--- src/rtl/vs_led_pulse_drv.sv ---
// vs_led_pulse_drv: stretches single-cycle event strobes into CE-timed LED blinks with a queued replay
module vs_led_pulse_drv #(
  parameter int CNTR_WIDTH = 4,
  parameter int ON_LEN     = 8,
  parameter int OFF_LEN    = 4,
  parameter int PEND_WIDTH = 3
) (
  input  logic                  CLK,
  input  logic                  RST,
  input  logic                  CE,
  input  logic                  EV_IN,
  input  logic                  CLR_OVF,
  output logic                  LED_OUT,
  output logic                  BUSY,
  output logic [PEND_WIDTH-1:0] PEND,
  output logic                  OVF
);
  typedef enum logic [1:0] {IDLE, ON, GAP} state_t;
  state_t                  state, nxt;
  logic [CNTR_WIDTH-1:0]   cnt, cnt_nxt;
  logic [PEND_WIDTH-1:0]   pend_nxt;
  logic                    on_end, gap_end, has, deq, inc, full, ovf_set;
  always_comb begin
    on_end   = CE && cnt == CNTR_WIDTH'(ON_LEN - 1);
    gap_end  = CE && cnt == CNTR_WIDTH'(OFF_LEN - 1);
    has      = PEND != '0;
    deq      = has && (state == IDLE || (state == GAP && gap_end));
    nxt      = state == IDLE ? (has ? ON : IDLE) :
               state == ON   ? (on_end ? GAP : ON) :
               gap_end       ? (has ? ON : IDLE) : GAP;
    // every phase change restarts the tick count
    cnt_nxt  = nxt != state ? '0 : (CE && state != IDLE) ? cnt + 1'b1 : cnt;
    full     = &PEND;
    inc      = EV_IN && !deq;
    ovf_set  = inc && full;
    pend_nxt = (inc && !full) ? PEND + 1'b1 : (deq && !EV_IN) ? PEND - 1'b1 : PEND;
  end
  always_ff @(posedge CLK or posedge RST) begin
    if (RST) begin
      state   <= IDLE;
      cnt     <= '0;
      PEND    <= '0;
      LED_OUT <= 1'b0;
      BUSY    <= 1'b0;
      OVF     <= 1'b0;
    end else begin
      state   <= nxt;
      cnt     <= cnt_nxt;
      PEND    <= pend_nxt;
      LED_OUT <= nxt == ON;
      BUSY    <= nxt != IDLE;
      OVF     <= ovf_set | (OVF & ~CLR_OVF);
    end
  end
endmodule

--- config.mk ---
export PLATFORM = sky130hd
export DESIGN_NAME = vs_led_pulse_drv
export DESIGN_NICKNAME = d
export VERILOG_FILES = /design/src/rtl/vs_led_pulse_drv.sv
export SDC_FILE = /design/constraint.sdc
export NUM_CORES = 1
export LEC_CHECK = 0
export ABC_AREA = 1
export BUFFER_PORTS_ARGS = -buffer_cell sky130_fd_sc_hd__buf_2
export CAP_MARGIN = 20
export CORE_UTILIZATION = 46
export DETAILED_ROUTE_END_ITERATION = 8
export MAX_ROUTING_LAYER = met4
export PLACE_DENSITY = 0.82
export SLEW_MARGIN = 20
export SYNTH_ARGS = -nofsm -noshare
export SYNTH_HDL_FRONTEND = slang
export SYNTH_SLANG_ARGS = --single-unit
--- constraint.sdc ---
create_clock -name CLK -period 1.7 [get_ports CLK]
set_input_delay 0 -clock CLK [delete_from_list [all_inputs] [get_ports CLK]]
set_output_delay 0 -clock CLK [all_outputs]
set_load 0.02 [all_outputs]
==> impl_metrics.tcl <==
set metrics [dict create \
    critPathSlowestCell "dfrtp_1" \
    finalNetCount 108 \
    firstDrtPassIters 4 \
    drive_above_1_share 0.4444 \
    vias_per_cell 4.982 \
    total_power_w 0.001597 \
    hold_class "input pin to flop" \
    gp_congestion 0.8553 \
    htreeDepth 1 \
    yosysWarnings 0 \
    ys_types 19 \
    synth.avg_cell_area_sq_um 8.391 \
    ys_ff_latch 12 \
    synth_fp_nets 82 \
    placed_area_sq_um 737.0 \
    dp_hpwl_um 869.4 \
    clock_path_buffers 2 \
    timing.rr.end "PEND[2]$_DFFE_PP0P_" \
    period_minus_slack_ps 1727 \
    coreArea_sq_um 1186 \
    total_leakage_power_nw 0.4304 \
    syn2layout_area_growth_pct 31.81 \
    critical_path.top_delay_family "adder cells" \
    cts-root-buf "clkbuf_4" \
    skew_ps 3.144 \
    drc 0 \
    worstHoldEndpoint "OVF$_DFF_PP0_" \
    rows 12 \
    ys_seq_area_frac 0.4771 \
    io_buffers 10 \
    fmax_ghz 0.5790 \
    relSlewSlack 0.6992 \
    drv_cap 0 \
    path_buf_inv 2 \
    grt_pass1_wl_mm 2.214 \
    finalHoldViolCount 0 \
    netlist_top_cells_area "dfrtp_1, nand2_1, inv_1" \
    hold_depth 3 \
    die_w_um 38.99 \
    initial_utilization 0.5306 \
    crit_chain "ha_2, nand2_2, inv_2, nand2_2, nand2_2, nand2_2, nand3_2, fa_2, inv_2, nand2_2, nand3_2, nand2_1" \
    syn_area_sq_um 629.4 \
    grt_max_degree 13 \
    timing.rr.start "cnt[1]$_DFFE_PP0P_" \
    num_vias 563 \
    min_from "EV_IN" \
    diodes 0 \
    clk_latency_ps 270 \
    worstSetupPathType "flop to flop" \
    path_max_fanout 2 \
    tightest_slew_ps 450.7 \
    setup_slack_ps -27.12 \
    reg2reg_slack_ps -30 \
    cts_buffers 3 \
    io_pins 11 \
    ant_nets 0 \
    cpPeakStageDelay_ps 400 \
    drt_iter0_drc 30 \
    setup_viol 2 \
    nFillCells 84 \
    grt_overflow 0 \
    arrival_ps 1900 \
    max-vdd-ir-drop_v 0.0008625 \
    path_common_cell "nand2_2" \
    clock_sinks 12 \
    grt_pass1_vias 524 \
    cp-start-kind "flop" \
    path_clk_slew_ps 70 \
    violations "negative setup slack" \
    period_share 1.016 \
    cts_tree "yes" \
    fin_area_sq_um 829.5 \
    crit_path_end_kind "flop" \
    grt_setup_unrepaired "true" \
    yosysTopAreaCell "dfrtp_1" \
    routed_wl_mm 1.436 \
    power-per-cell-area_nw_per_um2 1925 \
    yosysTopAreaCellShare 0.4771 \
    antenna_found_initial 0 \
    maxSlewViolCount 0 \
    dieArea_sq_um 1520 \
    grt_usage 0.2385 \
    reg2reg_depth 12 \
    dieHeight_um 38.99 \
    synthCells 75 \
    cp.required_ps 1870 \
    status "finished with violations" \
    routedWlPerCell_um 12.71 \
    layout_common_cells "dfrtp_1, nand2_1, nand2_2" \
]
[registers in the layout, indices dropped and copies added (netlist names)]
| register | cells |
|---|---|
| BUSY | 1 |
| cnt | 4 |
| state | 2 |
| LED_OUT | 1 |
| OVF | 1 |
| PEND | 3 |
[tightest hold or removal path, delay by kind of cell]
family	cells	cell delay, ps
and+or+nand+nor	1	70
buffers and inverters	1	120
AOI/OAI and AO/OA	1	60
[final cells by class]
| class | instances | area, sq um | area share |
|---|---|---|---|
| tap | 14 | 17.52 | 0.02112 |
| multi-input combinational | 50 | 302.8 | 0.3650 |
| sequential | 12 | 300.3 | 0.3620 |
| inverter | 13 | 48.80 | 0.05882 |
| clock buffer | 3 | 22.52 | 0.02715 |
| timing repair buffer | 21 | 137.6 | 0.1659 |
[power breakdown]
part	leakage [nW]	internal [W]	switching (W)
registers	0.145	0.000407	0.0000890
logic	0.272	0.000370	0.000553
clock network	0.0138	0.0000821	0.0000948
total	0.430	0.000859	0.000737
[stage by stage]
step / hold WS (ps) / setup TNS [ps] / setup WS [ps] / util / instances
floorplan: -135.3 / 0 / 10.51 / - / 75
global placement: 18.33 / 0 / 35.59 / 0.6213 / 104
detailed placement: 27.35 / 0 / 3.588 / 0.6213 / 104
CTS: 4.402 / 0 / 12.09 / 0.6762 / 111
global route: 22.91 / -208.5 / -112.6 / 0.6994 / 113
finish: 13.39 / -29.11 / -27.12 / 0.6994 / 113
[routing by layer]
layer | part of all wire | track usage
met5 | 0 | -
met4 | 0.0070 | 0.1034
met3 | 0.035 | 0.06936
met2 | 0.54 | 0.4375
met1 | 0.42 | 0.2283
[kinds of logic after synthesis]
logic type | share of synthesized area
AOI/OAI and AO/OA | 0.06562
xor gates and xnor gates | 0.04176
adders and majority gates | 0.05169
buffers and inverters | 0.07754
DFF | 0.4771
and+or+nand+nor | 0.2863
[cells in the mapped netlist]
| cell type | count |
|---|---|
| a21oi_2 | 2 |
| dfrtp_1 | 12 |
| fa_1 | 1 |
| ha_1 | 1 |
| inv_1 | 11 |
| inv_2 | 2 |
| nand2_1 | 17 |
| nand2_2 | 6 |
| nand3_1 | 3 |
| nand3_2 | 1 |
| nand3b_1 | 1 |
| nand4_1 | 1 |
| nor2_1 | 9 |
| nor2_2 | 1 |
| o211ai_1 | 1 |
| o21ai_0 | 2 |
| o22ai_1 | 1 |
| xnor2_1 | 1 |
| xor2_1 | 2 |
[what timing repair did]
action	in CTS	in global routing
endpoints found under the hold margin	13	0
hold buffers	2	0
pin swaps	2	8
setup buffers	2	2
resized for setup	4	5
endpoints found under the setup margin	2	3
[worst max-delay path by stage]
stage / startpoint / end / slack, ps / cells after the start
after floorplan: cnt[0]$_DFFE_PP0P_ / PEND[2]$_DFFE_PP0P_ / 10 / 12
after global placement: cnt[1]$_DFFE_PP0P_ / PEND[2]$_DFFE_PP0P_ / 40 / 12
after detailed placement: cnt[1]$_DFFE_PP0P_ / PEND[2]$_DFFE_PP0P_ / 4 / 12
after CTS: cnt[0]$_DFFE_PP0P_ / PEND[2]$_DFFE_PP0P_ / 10 / 12
after global routing: cnt[1]$_DFFE_PP0P_ / PEND[2]$_DFFE_PP0P_ / -110 / 13
final: cnt[1]$_DFFE_PP0P_ / PEND[2]$_DFFE_PP0P_ / -30 / 12
Note: power is estimated with default switching activity, not from simulation.
